`config.mk`:
```
export PLATFORM = sky130hd
export DESIGN_NAME = mem_port_arbiter
export DESIGN_NICKNAME = d
export VERILOG_FILES = /design/src/rtl/mem_pkg.sv /design/src/rtl/mem_port_arbiter.sv
export SDC_FILE = /design/constraint.sdc
export NUM_CORES = 1
export LEC_CHECK = 0
export BUFFER_PORTS_ARGS = -buffer_cell sky130_fd_sc_hd__buf_2
export CAP_MARGIN = 20
export CORE_ASPECT_RATIO = 0.7
export CORE_MARGIN = 5
export CORE_UTILIZATION = 34
export CTS_BUF_LIST = sky130_fd_sc_hd__clkbuf_8
export CTS_CLUSTER_DIAMETER = 40
export DETAILED_ROUTE_END_ITERATION = 8
export PLACE_DENSITY_LB_ADDON = 0.1
export SETUP_SLACK_MARGIN = 0.15
export SYNTH_ARGS = -nofsm -noshare
export SYNTH_HDL_FRONTEND = slang
export SYNTH_SLANG_ARGS = --single-unit
```
`constraint.sdc`:
```
create_clock -name clk -period 1.68 [get_ports clk]
set_input_delay 0.336 -clock clk [delete_from_list [all_inputs] [get_ports clk]]
set_output_delay 0.336 -clock clk [all_outputs]
set_load 0.01 [all_outputs]
```
`src/rtl/mem_pkg.sv`:
```
// Shared widths and arbiter state encoding for the memory stage.
package mem_pkg;

    localparam int ADDR_W_DEF = 5;
    localparam int DATA_W_DEF = 16;
    localparam int REG_W_DEF  = 3;

    typedef enum logic {
        IDLE  = 1'b0,
        HOLD1 = 1'b1
    } arb_state_e;

endpackage

```
`src/rtl/mem_port_arbiter.sv`:
```
// Two-lane arbiter in front of a single-port data memory.
// Lane 0 is older; a lane-1 request that loses arbitration is served next cycle.
module mem_port_arbiter
    import mem_pkg::*;
#(
    parameter int ADDR_W = ADDR_W_DEF,
    parameter int DATA_W = DATA_W_DEF,
    parameter int REG_W  = REG_W_DEF
) (
    input  logic              clk,
    input  logic              rst,
    input  logic              flush,
    input  logic              l0_valid,
    output logic              l0_ready,
    input  logic [ADDR_W-1:0] l0_addr,
    input  logic [DATA_W-1:0] l0_value,
    input  logic              l0_is_load,
    input  logic              l0_is_mem_write,
    input  logic              l0_is_write,
    input  logic [REG_W-1:0]  l0_reg,
    input  logic              l1_valid,
    output logic              l1_ready,
    input  logic [ADDR_W-1:0] l1_addr,
    input  logic [DATA_W-1:0] l1_value,
    input  logic              l1_is_load,
    input  logic              l1_is_mem_write,
    input  logic              l1_is_write,
    input  logic [REG_W-1:0]  l1_reg,
    output logic [ADDR_W-1:0] mem_addr,
    output logic [DATA_W-1:0] mem_wdata,
    output logic              mem_we,
    input  logic [DATA_W-1:0] mem_rdata,
    output logic              wb_valid,
    output logic              wb_lane,
    output logic [REG_W-1:0]  wb_reg,
    output logic [DATA_W-1:0] wb_data,
    output logic              wb_we
);

    arb_state_e state;

    logic              grant0;
    logic              grant1;
    logic [ADDR_W-1:0] sel_addr;
    logic [DATA_W-1:0] sel_value;
    logic              sel_load;
    logic              sel_mwr;
    logic              sel_wr;
    logic [REG_W-1:0]  sel_reg;
    logic [DATA_W-1:0] sel_result;

    // Reset and flush both suppress any grant in the current cycle.
    always_comb begin
        grant0 = 1'b0;
        grant1 = 1'b0;
        if (!rst && !flush) begin
            if (state == HOLD1) begin
                grant1 = l1_valid;
            end else begin
                grant0 = l0_valid;
                grant1 = !l0_valid && l1_valid;
            end
        end
    end

    assign l0_ready = grant0;
    assign l1_ready = grant1;

    always_comb begin
        sel_addr  = '0;
        sel_value = '0;
        sel_load  = 1'b0;
        sel_mwr   = 1'b0;
        sel_wr    = 1'b0;
        sel_reg   = '0;
        unique case (1'b1)
            grant0: begin
                sel_addr  = l0_addr;
                sel_value = l0_value;
                sel_load  = l0_is_load;
                sel_mwr   = l0_is_mem_write;
                sel_wr    = l0_is_write;
                sel_reg   = l0_reg;
            end
            grant1: begin
                sel_addr  = l1_addr;
                sel_value = l1_value;
                sel_load  = l1_is_load;
                sel_mwr   = l1_is_mem_write;
                sel_wr    = l1_is_write;
                sel_reg   = l1_reg;
            end
            default: ;
        endcase
    end

    assign mem_addr  = sel_addr;
    assign mem_wdata = sel_value;
    assign mem_we    = sel_mwr;

    // A store flagged as a load still writes back its own value.
    assign sel_result = (sel_load && !sel_mwr) ? mem_rdata : sel_value;

    always_ff @(posedge clk or posedge rst) begin
        if (rst) begin
            state    <= IDLE;
            wb_valid <= 1'b0;
            wb_lane  <= 1'b0;
            wb_reg   <= '0;
            wb_data  <= '0;
            wb_we    <= 1'b0;
        end else begin
            if (!flush && state == IDLE && l0_valid && l1_valid) begin
                state <= HOLD1;
            end else begin
                state <= IDLE;
            end
            if (grant0 || grant1) begin
                wb_valid <= 1'b1;
                wb_lane  <= grant1;
                wb_reg   <= sel_reg;
                wb_data  <= sel_result;
                wb_we    <= sel_wr;
            end else begin
                wb_valid <= 1'b0;
                wb_we    <= 1'b0;
            end
        end
    end

endmodule

```
# Yosys cells after proc, flatten, opt, wreduce, memory -nomap -nowiden
# Cells that the tools add are included.
[classes]
n_shift = 0
add_sub_neg = 0
mul = 0
n_eq_ne = 0
div_mod_pow = 0
n_reduce_logical = 11
bitwise_logic = 1
muxes = 14
n_lt_le_gt_ge = 0
[op_table]
columns = ["cell", "count"]
rows = [
  ["$pmux 16 s2", 1],
  ["$mux 16", 1],
  ["$pmux 5 s2", 1],
  ["$mux 1", 7],
  ["$logic_and 1x1->1", 6],
  ["$pmux 1 s2", 3],
  ["$pmux 3 s2", 1],
  ["$logic_not 1->1", 4],
  ["$logic_or 1x1->1", 1],
  ["$not 1->1", 1],
]
[totals]
out_inout_bits = 46
register_bits = 23
rom_bits = 0
n_memories = 0
inputBits = 75
elab_cells = 32
latchBits = 0
mem_bits_rw = 0

# Depth between registers and ports, before layout
[depth]
ltp_word = 8
mapped_depth = 6
ltp_nobuf = 4

# Least setup slack after synthesis
# No wires, ideal clock.
[synth_path]
path_type = "register to output"
startpoint = "reg state"
endpoint = "out mem_addr[0]"
slack_ns = 0.043
arrival_time_ns = 1.301
t_required_ns = 1.344
stages_incl_launch_ff = 6
path_buffers = 2
path_cell_list = "dfrtp_1 > nand2b_1 > clkbuf_1 > and2_1 > buf_2 > a22o_1"
[synth_between]
elab_chain_len = 3
elab_cells_between_ends = 5
cone_classes = "5 x mux"
[synth_rtl]
columns = ["item", "line_no", "source"]
rows = [
  ["start: declaration", "mem_port_arbiter.sv:40", "arb_state_e state;"],
  ["start signal: assignment", "mem_port_arbiter.sv:106", "state <= IDLE;"],
  ["start signal: assignment", "mem_port_arbiter.sv:114", "state <= HOLD1;"],
  ["start signal: assignment", "mem_port_arbiter.sv:116", "state <= IDLE;"],
  ["$mux 1", "mem_port_arbiter.sv:57", "if (state == HOLD1) begin"],
  ["$mux 1", "mem_port_arbiter.sv:56", "if (!rst && !flush) begin"],
  ["named net l1_ready", "mem_port_arbiter.sv:22", "output logic l1_ready,"],
  ["$pmux 5 s2", "mem_port_arbiter.sv:76", "unique case (1'b1)"],
  ["end: declaration", "mem_port_arbiter.sv:29", "output logic [ADDR_W-1:0] mem_addr,"],
]
# The timed path passes the listed nets, and every way through them passes these cells.

# Worst setup path after layout
[layout_path]
startpoint = "reg state"
endpoint = "out mem_addr[4]"
[layout_between]
elab_chain_len = 3
elab_cells_between_ends = 5
cone_classes = "5 x mux"
[layout_rtl]
columns = ["item", "line_no"]
rows = [
  ["$mux 1", "mem_port_arbiter.sv:57"],
  ["$mux 1", "mem_port_arbiter.sv:56"],
  ["$pmux 5 s2 *", "mem_port_arbiter.sv:76"],
]
# Mark *: on every way between the ends. The rest lies on a longest branch, timed or not.

==> flow_summary.html <==
<table>
<tr><th>Metric</th><th>Value</th></tr>
<tr><th colspan="2">Yosys</th></tr>
<tr><td>Synthesized instance count</td><td>between 100 and 150</td></tr>
<tr><td>Avg Cell Area, Syn</td><td>~10 sq um</td></tr>
<tr><td>Post-synth cell types</td><td>18</td></tr>
<tr><td>Top-area cell type share of the netlist area</td><td>between 40% and 50%</td></tr>
<tr><td>Post-synthesis net count</td><td>200</td></tr>
<tr><td>Sequential-to-total area share from yosys stat</td><td>45.19%</td></tr>
<tr><td>Number of synthesized register bits</td><td>23</td></tr>
<tr><td>Cell Area, Synth</td><td>between 1000 and 1500 sq um</td></tr>
<tr><td>Biggest area consumer among synthesized cells</td><td>sky130_fd_sc_hd__dfrtp_1</td></tr>
<tr><td>Synth warn</td><td>0</td></tr>
<tr><td>Largest cells by area after synthesis</td><td>sky130_fd_sc_hd__dfrtp_1, sky130_fd_sc_hd__a221o_1, sky130_fd_sc_hd__a32oi_1</td></tr>
<tr><th colspan="2">Hold path</th></tr>
<tr><td>Worst min-delay path category</td><td>input pin to flip-flop</td></tr>
<tr><th colspan="2">Worst setup path</th></tr>
<tr><td>Worst reg-to-reg path cell count</td><td>8</td></tr>
<tr><td>Data arrival time at the worst-slack endpoint</td><td>1.51 ns</td></tr>
<tr><td>Crit path launch</td><td>state$_DFF_PP0_</td></tr>
<tr><td>Setup crit end kind</td><td>primary output</td></tr>
<tr><td>R2r endpoint</td><td>wb_data[7]$_DFFE_PP0P_</td></tr>
<tr><td>R2R Path Start</td><td>state$_DFF_PP0_</td></tr>
<tr><td>CP max FO</td><td>7</td></tr>
<tr><td>WP data required</td><td>~1.3 ns</td></tr>
<tr><td>Critical Path Sink</td><td>mem_addr[4]</td></tr>
<tr><td>Kind of start point of the critical path</td><td>flip-flop</td></tr>
<tr><td>Flop2flop setup slack</td><td>-0.10 ns</td></tr>
<tr><td>Path type of the worst setup path</td><td>flip-flop to primary output</td></tr>
<tr><th colspan="2">Global routing</th></tr>
<tr><td>Grt ovf</td><td>0</td></tr>
<tr><td>Largest net degree at the start of global routing</td><td>23</td></tr>
<tr><td>First-pass GRT wire length</td><td>a little over 7000 um</td></tr>
<tr><td>Initial antenna violation count</td><td>0</td></tr>
<tr><td>Total routing resource utilization after global routing</td><td>between 15 and 20%</td></tr>
<tr><td>Vias in the first global route</td><td>around 1,600</td></tr>
<tr><th colspan="2">Timing</th></tr>
<tr><td>Final Critical Period</td><td>around 1.8 ns</td></tr>
<tr><td>Slew at the pin closest to its max-slew limit</td><td>0.2870 ns</td></tr>
<tr><td>Maximum operating frequency</td><td>~540 MHz</td></tr>
<tr><td>Setup violation total in the final timing report</td><td>38</td></tr>
<tr><td>Minimum setup slack in the final design</td><td>-0.1624 ns</td></tr>
<tr><td>Number of failing hold endpoints at the final stage</td><td>0</td></tr>
<tr><td>Final worst-path cycle share</td><td>109.7%</td></tr>
<tr><td>Worst slew margin</td><td>80.86%</td></tr>
<tr><td>Unrepaired setup endpoints after global routing</td><td>yes</td></tr>
<tr><td>Total count of max-transition violations in the final report</td><td>0</td></tr>
<tr><td>Setup clock skew after layout</td><td>approximately 0.00097 ns</td></tr>
<tr><td>Final-layout worst hold slack</td><td>around 0.28 ns</td></tr>
<tr><td>Setup TNS after final layout</td><td>-4.226 ns</td></tr>
<tr><th colspan="2">Layout</th></tr>
<tr><td>Commonest non-fill, non-tap cell in the layout</td><td>sky130_fd_sc_hd__buf_2</td></tr>
<tr><td>Diode insertion count for antenna repair</td><td>0</td></tr>
<tr><td>Register area</td><td>~580 sq um</td></tr>
<tr><td>Number of nets in the layout</td><td>350</td></tr>
<tr><td>Relative area change from synthesis to final layout</td><td>80.16%</td></tr>
<tr><td>Multi-input gate area in the final layout</td><td>569.3 sq um</td></tr>
<tr><td>Top library cells by usage in the layout, fill and taps aside</td><td>sky130_fd_sc_hd__buf_2, sky130_fd_sc_hd__buf_4, sky130_fd_sc_hd__dfrtp_1</td></tr>
<tr><td>Layout cells sized above 1</td><td>60.95%</td></tr>
<tr><td>Number of flip-flops in the largest register</td><td>16</td></tr>
<tr><td>Filler cell count</td><td>340</td></tr>
<tr><th colspan="2">Floorplan</th></tr>
<tr><td>Top-level port count</td><td>121</td></tr>
<tr><td>Die outline height</td><td>between 60 and 70 um</td></tr>
<tr><td>Die Outline Area</td><td>a little over 5000 sq um</td></tr>
<tr><td>Std-Cell Rows</td><td>18</td></tr>
<tr><td>Core outline area</td><td>around 3600 sq um</td></tr>
<tr><td>Die X-Extent</td><td>~83 um</td></tr>
<tr><td>Effective utilization at floorplan</td><td>a little over a third</td></tr>
<tr><th colspan="2">Place</th></tr>
<tr><td>Detail Placement HPWL</td><td>between 3000 and 4000 um</td></tr>
<tr><td>Number of buffer cells added on primary ports</td><td>120</td></tr>
<tr><td>Placer congestion estimate</td><td>~0.8</td></tr>
<tr><th colspan="2">Power</th></tr>
<tr><td>Sw Share</td><td>around 30%</td></tr>
<tr><td>Sequential cell fraction of total power</td><td>approximately 44%</td></tr>
<tr><td>Share of power burned in combinational logic</td><td>roughly a third</td></tr>
<tr><td>Internal Dissipation</td><td>around 1.1 mW</td></tr>
<tr><td>Leakage power figure</td><td>about 1.4 nW</td></tr>
<tr><td>Power consumption</td><td>between 1.5 and 2 mW</td></tr>
<tr><td>Net switching power</td><td>between 0.4 and 0.5 mW</td></tr>
<tr><td>PD cells</td><td>689.4 nW/um^2</td></tr>
<tr><td>Fraction of power consumed by the clock network</td><td>approximately a fifth</td></tr>
<tr><td>Maximum ir drop on the vdd rail</td><td>430.4 uV</td></tr>
<tr><th colspan="2">Clocking</th></tr>
<tr><td>CTS tree</td><td>yes</td></tr>
<tr><td>Root Buffer Master</td><td>sky130_fd_sc_hd__clkbuf_8</td></tr>
<tr><td>Clock buffer count from CTS</td><td>3</td></tr>
<tr><td>Latest clock arrival within the worst-skew pair</td><td>roughly 0.26 ns</td></tr>
<tr><td>CTS clock-pin slew for the worst setup and hold paths</td><td>~0.080 ns</td></tr>
<tr><td>Number of clock sinks seen by CTS</td><td>23</td></tr>
<tr><td>Maximum level of the CTS H-tree</td><td>1</td></tr>
<tr><td>Maximum clock path buffer count</td><td>2</td></tr>
<tr><th colspan="2">Route</th></tr>
<tr><td>Router iterations before antenna repair</td><td>5</td></tr>
<tr><td>Antenna-violating nets left</td><td>0</td></tr>
<tr><td>Iteration-0 DRC count of the detailed router</td><td>62</td></tr>
<tr><td>Mean routed wirelength per cell</td><td>approximately 15 um</td></tr>
<tr><td>Vias after detailed routing</td><td>between 1,500 and 2,000</td></tr>
<tr><td>Post-detailed-route via-to-cell ratio</td><td>slightly below 5</td></tr>
<tr><td>DRC errors left</td><td>0</td></tr>
<tr><td>Aggregate routed wire length</td><td>4702 um</td></tr>
<tr><th colspan="2">Run status</th></tr>
<tr><td>Failing checks</td><td>negative setup slack</td></tr>
<tr><td>Result of the run</td><td>finished, violations left</td></tr>
<tr><th colspan="2">Flow run</th></tr>
<tr><td>Max Cap Viol</td><td>0</td></tr>
</table>
[cell usage after synthesis]
cell type and number:
sky130_fd_sc_hd__a222oi_1 3, sky130_fd_sc_hd__and2_1 1, sky130_fd_sc_hd__nand2b_1 1, sky130_fd_sc_hd__a22o_1 7, sky130_fd_sc_hd__nor2_1 19, sky130_fd_sc_hd__nor4b_4 1
sky130_fd_sc_hd__a32o_2 1, sky130_fd_sc_hd__a221o_1 16, sky130_fd_sc_hd__buf_6 1, sky130_fd_sc_hd__clkbuf_1 3, sky130_fd_sc_hd__nor3b_4 1, sky130_fd_sc_hd__buf_4 3
sky130_fd_sc_hd__nor3b_1 1, sky130_fd_sc_hd__buf_2 5, sky130_fd_sc_hd__inv_1 21, sky130_fd_sc_hd__a32oi_1 16, sky130_fd_sc_hd__nor2b_1 2, sky130_fd_sc_hd__dfrtp_1 23
[area by class of cell]
| type | instances | area share (%) |
|---|---|---|
| sequential | 23 | 25.08 |
| multi-input combinational | 69 | 24.81 |
| clock inverter | 1 | 0.2181 |
| inverter | 21 | 3.435 |
| tap | 50 | 2.726 |
| timing repair buffer | 157 | 41.93 |
| clock buffer | 3 | 1.799 |
[worst max-delay path, cell delays in order, from the launching register on]
cell,delay [ns]
sky130_fd_sc_hd__dfrtp_1,0.41
sky130_fd_sc_hd__nor4b_4,0.24
sky130_fd_sc_hd__buf_4,0.19
sky130_fd_sc_hd__buf_6,0.14
sky130_fd_sc_hd__a22o_1,0.15
sky130_fd_sc_hd__buf_2,0.13
[cell families after synthesis]
logic type / Yosys count / share of synthesized area [%]
flip-flops: 23 / 45.19
AND/OR/NAND/NOR: 26 / 11.49
AO/OA/AOI/OAI: 43 / 31.63
buffers and inverters: 33 / 11.69
[how the worst min path moves through the flow]
stage	startpoint	to	slack (ns)	cells after the start
CTS	l0_reg[2]	wb_reg[2]$_DFFE_PP0P_	0.28	3
detailed placement	rst	state$_DFF_PP0_	0.24	2
floorplan	rst	state$_DFF_PP0_	0.34	1
global placement	rst	state$_DFF_PP0_	0.24	2
finish	l1_reg[1]	wb_reg[1]$_DFFE_PP0P_	0.28	3
global route	l1_reg[1]	wb_reg[1]$_DFFE_PP0P_	0.27	3
[power by group through the flow]
stage,Clock (mW),Sequential [mW],Combinational [mW]
floorplan,0,0.753,0.194
global placement,0,0.707,0.509
detailed placement,0,0.704,0.514
CTS,0.358,0.696,0.548
global route,0.382,0.708,0.598
finish,0.337,0.696,0.549
[metal layers]
metal / track usage [%] / up-vias / routed length, um
met5: 0 / - / 0
met4: 2.098 / 0 / 17
met3: 6.551 / 2 / 402
met2: 31.05 / 60 / 2219
met1: 21.80 / 759 / 2062
li1: - / 771 / -
[metrics by stage]
step | setup slack (ns) | std cells | instance area [sq um] | util [%]
2_1_floorplan | 0.1377 | 125 | 1290 | -
3_3_place_gp | -0.03501 | 306 | 2052 | 57.67
3_5_place_dp | -0.08563 | 306 | 2052 | 57.67
4_1_cts | -0.1464 | 321 | 2261 | 63.54
5_1_grt | -0.2601 | 324 | 2295 | 64.49
6_report | -0.1624 | 324 | 2295 | 64.49
[timing repair]
| item | CTS | global route |
|---|---|---|
| buffers inserted | 7 | 3 |
| gates cloned | 3 | 0 |
| hold endpoints to repair | 1 | 0 |
| hold buffers | 1 | 0 |
| pin swaps | 8 | 4 |
| endpoints found under the setup margin | 42 | 43 |
| resized for setup | 17 | 3 |
(Power assumes the default switching activity.)
